<file path="src/rtl/irq_pkg.sv">
// Shared constants for the timer/abnormal interrupt request controller:
// register map, TCON bit positions, cause codes and FSM state encoding.
package irq_pkg;

  localparam logic [1:0] ADDR_TH   = 2'd0;
  localparam logic [1:0] ADDR_TL   = 2'd1;
  localparam logic [1:0] ADDR_TCON = 2'd2;

  localparam int TCON_EN  = 0;
  localparam int TCON_IE  = 1;
  localparam int TCON_EXP = 2;

  localparam logic [31:0] TL_MAX = 32'hFFFF_FFFF;

  typedef enum logic [1:0] {
    CAUSE_NONE  = 2'd0,
    CAUSE_TIMER = 2'd1,
    CAUSE_UNDEF = 2'd2,
    CAUSE_OVF   = 2'd3
  } cause_e;

  typedef enum logic [1:0] {
    ST_IDLE    = 2'd0,
    ST_REQ     = 2'd1,
    ST_HANDLER = 2'd2
  } state_e;

endpackage

</file>
<file path="src/rtl/irq_timer.sv">
// Reload timer: TH reload, TL up-counter, TCON {expired, irq_en, run_en}.
// Ports: clk, reset_jump_inte_abn, register write/read bus, o_tmr_evt.
module irq_timer
  import irq_pkg::*;
(
  input  logic        clk,
  input  logic        reset_jump_inte_abn,
  input  logic        i_wr_en,
  input  logic [1:0]  i_wr_addr,
  input  logic [31:0] i_wr_data,
  input  logic [1:0]  i_rd_addr,
  output logic [31:0] o_rd_data,
  output logic        o_tmr_evt
);

  logic [31:0] r_th;
  logic [31:0] r_tl;
  logic [2:0]  r_tcon;

  logic w_wr_th;
  logic w_wr_tl;
  logic w_wr_tcon;
  logic w_wrap;

  assign w_wr_th   = i_wr_en && (i_wr_addr == ADDR_TH);
  assign w_wr_tl   = i_wr_en && (i_wr_addr == ADDR_TL);
  assign w_wr_tcon = i_wr_en && (i_wr_addr == ADDR_TCON);

  // A software TL write suppresses the reload, so no expiry either.
  assign w_wrap = r_tcon[TCON_EN]
                && (r_tl == TL_MAX)
                && !w_wr_tl;

  assign o_tmr_evt = w_wrap && r_tcon[TCON_IE];

  always_ff @(posedge clk or posedge reset_jump_inte_abn) begin
    if (reset_jump_inte_abn) begin
      r_th   <= '0;
      r_tl   <= '0;
      r_tcon <= '0;
    end else begin
      if (w_wr_th)
        r_th <= i_wr_data;
      if (w_wr_tl)
        r_tl <= i_wr_data;
      else if (r_tcon[TCON_EN])
        r_tl <= (r_tl == TL_MAX) ? r_th : r_tl + 32'd1;
      if (w_wr_tcon) begin
        r_tcon[TCON_EN] <= i_wr_data[TCON_EN];
        r_tcon[TCON_IE] <= i_wr_data[TCON_IE];
      end
      // Hardware expiry beats a software clear in the same cycle.
      if (w_wrap)
        r_tcon[TCON_EXP] <= 1'b1;
      else if (w_wr_tcon && !i_wr_data[TCON_EXP])
        r_tcon[TCON_EXP] <= 1'b0;
    end
  end

  always_comb begin
    o_rd_data = '0;
    case (i_rd_addr)
      ADDR_TH:   o_rd_data = r_th;
      ADDR_TL:   o_rd_data = r_tl;
      ADDR_TCON: o_rd_data = {29'd0, r_tcon};
      default:   o_rd_data = '0;
    endcase
  end

endmodule

</file>
<file path="src/rtl/irq_request_ctrl.sv">
// Interrupt request controller: pending latches, abnormal-over-timer
// priority and IDLE/REQ/HANDLER request FSM around the reload timer.
module irq_request_ctrl
  import irq_pkg::*;
(
  input  logic        clk,
  input  logic        reset_jump_inte_abn,
  input  logic        wr_en,
  input  logic [1:0]  wr_addr,
  input  logic [31:0] wr_data,
  input  logic [1:0]  rd_addr,
  output logic [31:0] rd_data,
  input  logic        undef_inst_i,
  input  logic        ovf_i,
  input  logic        ack_i,
  input  logic        eret_i,
  output logic        req_interrupt_timer,
  output logic        req_abnormal,
  output logic [1:0]  cause,
  output logic        in_handler
);

  state_e r_state;
  cause_e r_cause;
  logic   r_req_t;
  logic   r_req_a;
  logic   r_inh;
  logic   r_pend_t;
  logic   r_pend_u;
  logic   r_pend_o;

  logic w_tmr_evt;
  logic w_abn_any;
  logic w_undef_any;
  logic w_tmr_any;
  logic w_ack;
  logic w_clr_a;
  logic w_clr_t;

  irq_timer u_timer (
    .clk                 (clk),
    .reset_jump_inte_abn (reset_jump_inte_abn),
    .i_wr_en             (wr_en),
    .i_wr_addr           (wr_addr),
    .i_wr_data           (wr_data),
    .i_rd_addr           (rd_addr),
    .o_rd_data           (rd_data),
    .o_tmr_evt           (w_tmr_evt)
  );

  // Same-cycle events count as pending so IDLE reacts on the next edge.
  assign w_abn_any   = r_pend_u | r_pend_o
                     | undef_inst_i | ovf_i;
  assign w_undef_any = r_pend_u | undef_inst_i;
  assign w_tmr_any   = r_pend_t | w_tmr_evt;

  assign w_ack   = (r_state == ST_REQ) && ack_i;
  assign w_clr_a = w_ack && r_req_a;
  assign w_clr_t = w_ack && r_req_t;

  always_ff @(posedge clk or posedge reset_jump_inte_abn) begin
    if (reset_jump_inte_abn) begin
      r_state  <= ST_IDLE;
      r_cause  <= CAUSE_NONE;
      r_req_t  <= 1'b0;
      r_req_a  <= 1'b0;
      r_inh    <= 1'b0;
      r_pend_t <= 1'b0;
      r_pend_u <= 1'b0;
      r_pend_o <= 1'b0;
    end else begin
      // New events win over the clear of the served source.
      r_pend_t <= (r_pend_t & ~w_clr_t) | w_tmr_evt;
      r_pend_u <= (r_pend_u & ~w_clr_a) | undef_inst_i;
      r_pend_o <= (r_pend_o & ~w_clr_a) | ovf_i;
      case (r_state)
        ST_IDLE: begin
          if (w_abn_any) begin
            r_state <= ST_REQ;
            r_req_a <= 1'b1;
            r_cause <= w_undef_any ? CAUSE_UNDEF
                                   : CAUSE_OVF;
          end else if (w_tmr_any) begin
            r_state <= ST_REQ;
            r_req_t <= 1'b1;
            r_cause <= CAUSE_TIMER;
          end
        end
        ST_REQ: begin
          if (ack_i) begin
            r_state <= ST_HANDLER;
            r_req_a <= 1'b0;
            r_req_t <= 1'b0;
            r_inh   <= 1'b1;
          end
        end
        ST_HANDLER: begin
          if (eret_i) begin
            r_state <= ST_IDLE;
            r_inh   <= 1'b0;
            r_cause <= CAUSE_NONE;
          end
        end
        default: begin
          r_state <= ST_IDLE;
        end
      endcase
    end
  end

  assign req_interrupt_timer = r_req_t;
  assign req_abnormal        = r_req_a;
  assign cause               = r_cause;
  assign in_handler          = r_inh;

endmodule

</file>
<file path="config.mk">
export PLATFORM = sky130hd
export DESIGN_NAME = irq_request_ctrl
export DESIGN_NICKNAME = d
export VERILOG_FILES = /design/src/rtl/irq_pkg.sv /design/src/rtl/irq_timer.sv /design/src/rtl/irq_request_ctrl.sv
export SDC_FILE = /design/constraint.sdc
export NUM_CORES = 1
export LEC_CHECK = 0
export BUFFER_PORTS_ARGS = -buffer_cell sky130_fd_sc_hd__buf_2
export CORE_UTILIZATION = 34
export CTS_CLUSTER_SIZE = 40
export DETAILED_ROUTE_END_ITERATION = 12
export HOLD_SLACK_MARGIN = 0.08
export PLACE_DENSITY = 0.59
export SYNTH_ARGS = -nofsm -noshare
export SYNTH_HDL_FRONTEND = slang
export SYNTH_SLANG_ARGS = --single-unit
</file>
<file path="constraint.sdc">
create_clock -name clk -period 3.1 [get_ports clk]
set_input_delay 0 -clock clk [delete_from_list [all_inputs] [get_ports clk]]
set_output_delay 0 -clock clk [all_outputs]
set_load 0.005 [all_outputs]
</file>
==> results of run 1 <==
==> metal layers <==
layer  share of wire  vias to the layer above  global-route usage
met4           0.018                        0             0.08940
met5               0                        -                   0
met1            0.47                     2061              0.2697
met2            0.47                       93              0.3023
li1                -                     2046                   -
met3           0.042                       16             0.02778
==> state kept, by name, summed over array words and instances, names as in the netlist <==
signal               flops
u_timer.r_tcon           3
r_state                  2
r_pend_u                 1
r_pend_o                 1
u_timer.r_th            32
req_abnormal             1
in_handler               1
cause                    2
r_pend_t                 1
u_timer.r_tl            32
req_interrupt_timer      1
==> final timing paths <==
check / endpoint / slack (ns) / cells after the start
max: cause[1] / 0.73 / 5
min: u_timer.r_tcon[1] / 0.17 / 3
max reg2reg: cause[1] / 0.73 / 5
min reg2reg: r_pend_t / 0.49 / 2
max in group asynchronous: u_timer.r_th[24] / 1.96 / 4
min in group asynchronous: r_state[1] / 0.42 / 3
==> report_power, final <==
part	leakage (nW)	switching [mW]	internal, mW
logic	1.45	0.491	0.520
registers	0.913	0.341	1.25
clock network	0.129	0.461	0.552
==> cells by family (layout without fill, tap and decap cells) <==
logic type | Yosys count | after routing | share of synthesized area
and+or+nand+nor | 187 | 187 | 0.2141
AOI/OAI and AO/OA | 106 | 106 | 0.1352
DFF | 77 | 77 | 0.4122
muxes | 72 | 72 | 0.1635
buffers and inverters | 45 | 151 | 0.04229
xor gates and xnor gates | 16 | 16 | 0.02998
adders and majority gates | 1 | 1 | 0.002676
==> layout by cell type, fill, tap and decap left out, types with 2 or more instances in the layout <==
master	instances
o41ai_1	2
and4_1	6
dlygate4sd3_1	37
nor4_1	7
o21ai_0	18
o21ai_1	20
nor2b_1	2
or4_4	2
xor2_1	3
o21a_1	3
nand4_1	12
xnor2_1	13
mux2_2	35
and3_1	5
inv_6	3
nand3_1	20
a21o_1	2
or3_1	3
nand2_1	35
o31ai_1	5
mux2i_1	37
o22ai_1	3
buf_2	79
a311oi_1	2
nor3b_1	10
a31oi_1	6
a21oi_1	33
a31o_2	2
clkbuf_16	9
inv_1	11
o31a_1	2
and2_1	2
nand2b_1	3
nor2_1	49
buf_4	6
dfrtp_1	77
clkinvlp_4	3
nor3_1	20
==> through the flow <==
step	instance area [µm²]	instances	hold WS, ns	util	setup WS, ns
5_1_grt	5863	786	0.2016	0.4393	0.5668
3_5_place_dp	5210	733	0.2135	0.3903	0.7372
6_report	5863	786	0.1747	0.4393	0.7291
2_1_floorplan	4674	504	0.08334	-	0.8941
3_3_place_gp	5210	733	0.2071	0.3903	0.7769
4_1_cts	5863	786	0.1781	0.4393	0.7123
==> area by class of cell <==
class	count	area [µm²]
Fill cell	1361	7485
Multi-Input combinational cell	382	2557
Sequential cell	77	1927
Timing Repair Buffer	123	830.8
Clock buffer	9	225.2
Tap cell	176	220.2
Clock inverter	7	57.56
Inverter	12	45.04
==> repair_timing <==
| item | 4_1_cts | 5_1_grt |
|---|---|---|
| endpoints found under the hold margin | 117 | 0 |
| hold buffers | 37 | 0 |
| resized for setup | 0 | 0 |
==> critical path: stages, from the launching register on <==
cell     delay [ns]
dfrtp_1        0.51
nand4_4        0.16
or4_4          0.60
nor4_4         0.44
a31oi_1        0.26
a31o_2         0.29
==> impl_metrics.yaml, run 1 <==
clocking:
  cts_buffer_depth: 2
  clkLatencyLatePin_ns: 0.35
  cts_max_level: 3
  cts-root-buf: "clkbuf_16"
  clk_pin_slew_ns: 0.07
  cts_buffers: 9
  cts_sinks: 77
  cts_tree: "done"
  cts_setup_buffers: 0
placement:
  dp_hpwl_mm: 9.116
  numPortBuffers: 79
  place.gp.congestion: 0.8595
yosys:
  synth_nets: 548
  synth-seq-cells: 77
  synth_edf_count: 0
  synth-seq-area-share: 0.4122
  synth_warnings: 0
  post-synth-top-count-cell: "dfrtp_1"
  synth-main-ff-cell: "dfrtp_1"
  synth.avg_cell_area_um2: 9.275
  yosysTopAreaCell: "dfrtp_1"
  syn_area_um2: 4674
  ys_async_sr_fraction: 1.000
  synth_cell_types: 55
  synth_area_leaders: "dfrtp_1 41%, mux2_2 8.4%, mux2i_1 7.9%, nor2_1 4.0%, a21oi_1 3.5%"
  synthCells: 504
  synth_commonest_cells: "77 x dfrtp_1, 50 x nor2_1, 37 x mux2i_1"
  yosysTopAreaCellShare: 0.4122
layout:
  area_delta_synth_final_pct: 25.43
  drive_gt1_frac: 0.2443
  final_nets: 649
  antenna_cells: 0
detailed_routing:
  finalWirelength_mm: 13.22
  dr.pass1.iters: 5
  antenna_left: 0
  viasPerCell: 5.364
  drt-initial-drc-count: 270
  wl_per_cell_um: 16.81
  vias: 4216
  drc: 0
outcome:
  outcome: "finished clean"
floorplan:
  dieArea_um2: 14220
  die_y_um: 119.3
  io_pins: 80
  start_util: 0.3502
  placementRows: 42
  design.core.area_um2: 13350
  die_w_um: 119.3
critical_path:
  cp-start-kind: "flip-flop"
  worstPathMaxFanout: 8
  timing.rr.start: "u_timer.r_tl[25]"
  end_kind: "flip-flop"
  cp.required_ns: 3.34
  criticalPathCategory: "reg -> reg"
  crit_start: "u_timer.r_tl[25]"
  worst-endpoint-arrival_ns: 2.61
global_route:
  grt_pass1_vias: 4075
  grt_pass1_wl_mm: 21.61
  antenna_found_initial: 0
  grt_max_degree: 44
  track_usage: 0.1955
  grt_overflow: 0
min_path:
  hold_path_startpoint: "wr_en"
  hp-class: "in -> reg"
pwr:
  ir_worst_vdd_mv: 0.2419
  power_mw: 3.617
  power_density_nw_per_um2: 617.0
  cellLeakagePower_nw: 2.492
run:
  max_cap_viol_count: 0
timing:
  relSlewSlack: 0.2839
  tightest_slew_ns: 1.074
  slew_viol_final: 0
  grt_setup_unrepaired: "no"
  fin_crit_sh: 0.7648
  clock_skew_ns: 0.01023
  layout_min_cycle_time_ns: 2.371
  setup_viol: 0
  fmax_ghz: 0.4218
  hold_violations: 0
  tns_ns: 0
(Power assumes the default switching activity.)
==> run 2, diff against run 1 <==
--- a/config.mk
+++ b/config.mk
@@ -5,6 +5,7 @@
 export SDC_FILE = /design/constraint.sdc
 export NUM_CORES = 1
 export LEC_CHECK = 0
+export ABC_AREA = 1
 export BUFFER_PORTS_ARGS = -buffer_cell sky130_fd_sc_hd__buf_2
 export CORE_UTILIZATION = 34
 export CTS_CLUSTER_SIZE = 40
==> constraint.sdc (replaced) <==
create_clock -name clk -period 2.4 [get_ports clk]
set_input_delay 0 -clock clk [delete_from_list [all_inputs] [get_ports clk]]
set_output_delay 0 -clock clk [all_outputs]
set_load 0.005 [all_outputs]
==> run 2 against run 1 <==
Compared with the run above: utilization is 1.4 points higher; sequential share of layout area is 1.3 points lower; largest cell class unchanged; sequential cell count unchanged; first-iteration DRC count is 5.6% higher; maximum frequency grew 11%; combinational power grew 49%; total power up 36%; non-clock buffer count grew 5.
==> impl_metrics.yaml, run 2 <==
yosys:
  syn_area_um2: 4782
  synth-main-ff-cell: "dfrtp_1"
  synth-seq-cells: 77
  synth_commonest_cells: "143 x nand2_1, 113 x inv_1, 77 x dfrtp_1"
  synthCells: 659
  synth-seq-area-share: 0.4029
  synth_area_leaders: "dfrtp_1 40%, nand2_1 11%, inv_1 8.9%, o22ai_1 5.4%, nand3_1 5.0%"
  synth_nets: 703
  ys_async_sr_fraction: 1.000
  post-synth-top-count-cell: "nand2_1"
  synth_warnings: 0
  yosysTopAreaCellShare: 0.4029
  synth.avg_cell_area_um2: 7.257
  yosysTopAreaCell: "dfrtp_1"
  synth_edf_count: 0
  synth_cell_types: 39
pwr:
  power_mw: 4.918
  ir_worst_vdd_mv: 0.4892
  cellLeakagePower_nw: 3.018
  power_density_nw_per_um2: 806.7
clocking:
  cts_buffers: 9
  cts_setup_buffers: 0
  clkLatencyLatePin_ns: 0.34
  cts_sinks: 77
  cts-root-buf: "clkbuf_16"
  cts_buffer_depth: 2
  cts_tree: "done"
  cts_max_level: 3
  clk_pin_slew_ns: 0.06
critical_path:
  crit_buf_inv: 1
  critPathSlowestCell: "dfrtp_1"
  cpPeakStageDelay_ns: 0.41
  path_common_cell: "nor2_4"
  criticalPathCategory: "reg -> reg"
  crit_family: "simple AND/OR/NAND/NOR gates"
  crit_path_cell_trace: "ha_1 > nand2_2 > nor2_4 > nand4_4 > nor2_4 > buf_4 > a21oi_1 > nand2_1 > o211ai_1"
  end_kind: "flip-flop"
  cp-start-kind: "flip-flop"
  worst-endpoint-arrival_ns: 2.32
  cp.required_ns: 2.59
  worstPathMaxFanout: 13
detailed_routing:
  drt-initial-drc-count: 285
  antenna_left: 0
  wl_per_cell_um: 15.74
  vias: 4936
  dr.pass1.iters: 7
  routed-wl-met2_mm: 7.271
  routed.top_layer: "met4"
  wl_met3_um: 767
  met1_length_mm: 6.680
  viasPerCell: 5.158
  finalWirelength_mm: 15.06
  drc: 0
layout:
  drive_gt1_frac: 0.1780
  area_delta_synth_final_pct: 27.47
  final_nets: 820
  final_area_um2: 6096
  final_cell_mix: "142 x nand2_1, 112 x inv_1, 79 x buf_2, 77 x dfrtp_1, 48 x nand3_1"
  final_common_cell: "nand2_1"
  reg_top3: "u_timer.r_th: 32 flops, u_timer.r_tl: 32 flops, u_timer.r_tcon: 3 flops"
  antenna_cells: 0
floorplan:
  die_y_um: 120.6
  die_w_um: 120.6
  start_util: 0.3555
  dieArea_um2: 14540
  design.core.area_um2: 13450
  io_pins: 80
  placementRows: 42
placement:
  numPortBuffers: 79
  place.gp.congestion: 0.9212
  post_dp_cell_area_um2: 5384
  dp_hpwl_mm: 10.80
timing:
  worst_hold_slack_ns: 0.08716
  setup_viol: 0
  relSlewSlack: 0.2879
  grt_setup_unrepaired: "no"
  fin_crit_sh: 0.8873
  clock_skew_ns: 0.007306
  tightest_slew_ns: 1.064
  slew_viol_final: 0
  layout_min_cycle_time_ns: 2.130
  hold_violations: 0
  tns_ns: 0
  fmax_ghz: 0.4696
min_path:
  hp-class: "in -> reg"
global_route:
  grt_pass1_vias: 4892
  grt_pass1_wl_mm: 24.29
  grt_overflow: 0
  grt_max_degree: 65
  antenna_found_initial: 0
  track_usage: 0.2161
run:
  max_cap_viol_count: 0
outcome:
  outcome: "finished clean"
## run 2: cell count changes after synthesis, sizes merged, moves of 11 or more
cell / delta
nand2: +111
nand3: +30
inv: +104
nor3b: -11
mux2i: -37
mux2: -35
o22ai: +38
xnor2: -12
o21ai: +14
## run 2: path summary, 6_finish.rpt
check | startpoint | endpoint | slack, ns | cells past startpoint
max | u_timer.r_tl[0] | u_timer.r_tl[29] | 0.27 | 9
min | wr_addr[1] | u_timer.r_tl[0] | 0.09 | 4
max reg2reg | u_timer.r_tl[0] | u_timer.r_tl[29] | 0.27 | 9
min reg2reg | u_timer.r_th[25] | u_timer.r_th[25] | 0.49 | 2
max in group asynchronous | reset_jump_inte_abn | u_timer.r_th[3] | 1.46 | 4
min in group asynchronous | reset_jump_inte_abn | u_timer.r_th[10] | 0.28 | 3
## run 2: worst register-to-register path, delay by kind of cell, from the launching register on
| kind | cells | cell delay (ns) |
|---|---|---|
| buffers and inverters | 1 | 0.30 |
| AOI/OAI and AO/OA | 2 | 0.18 |
| adders and majority gates | 1 | 0.22 |
| and+or+nand+nor | 5 | 0.86 |
| DFF | 1 | 0.41 |
## run 2: kinds of logic after synthesis
family,synth area share
compound gates,0.1957
xor+xnor,0.02015
fa+ha+maj,0.002616
buf+inv,0.1122
flops,0.4029
simple gates,0.2664
## run 2: per-stage QoR
step | cells | setup WS, ns | utilization
2_1_floorplan | 659 | 0.4333 | -
3_3_place_gp | 901 | 0.3965 | 0.4002
3_5_place_dp | 901 | 0.3082 | 0.4002
4_1_cts | 957 | 0.2950 | 0.4531
5_1_grt | 957 | 0.1309 | 0.4531
6_report | 957 | 0.2704 | 0.4531
## run 2: repair_timing
action | CTS | global route
resized for setup | 0 | 0
hold endpoints to repair | 101 | 0
hold buffers | 40 | 0
## run 2: layer usage
metal | vias to the layer above | track usage
li1 | 2411 | -
met1 | 2350 | 0.2700
met2 | 147 | 0.3696
met3 | 28 | 0.04245
met4 | 0 | 0.07716
met5 | - | 0
## run 2: area by class of cell
cell class / count / area (µm²)
flip-flops and latches: 77 / 1927
clock buffers: 12 / 266.5
repair buffers: 128 / 875.8
well taps: 176 / 220.2
clock inverters: 4 / 45.04
multi-input cells: 443 / 2321
fillers: 1395 / 7357
inverters: 117 / 440.4
## run 2: where the power goes
group	switching [mW]	internal, mW	leakage (nW)
Clock	0.555	0.886	0.158
Combinational	0.888	0.607	1.92
Sequential	0.346	1.64	0.944
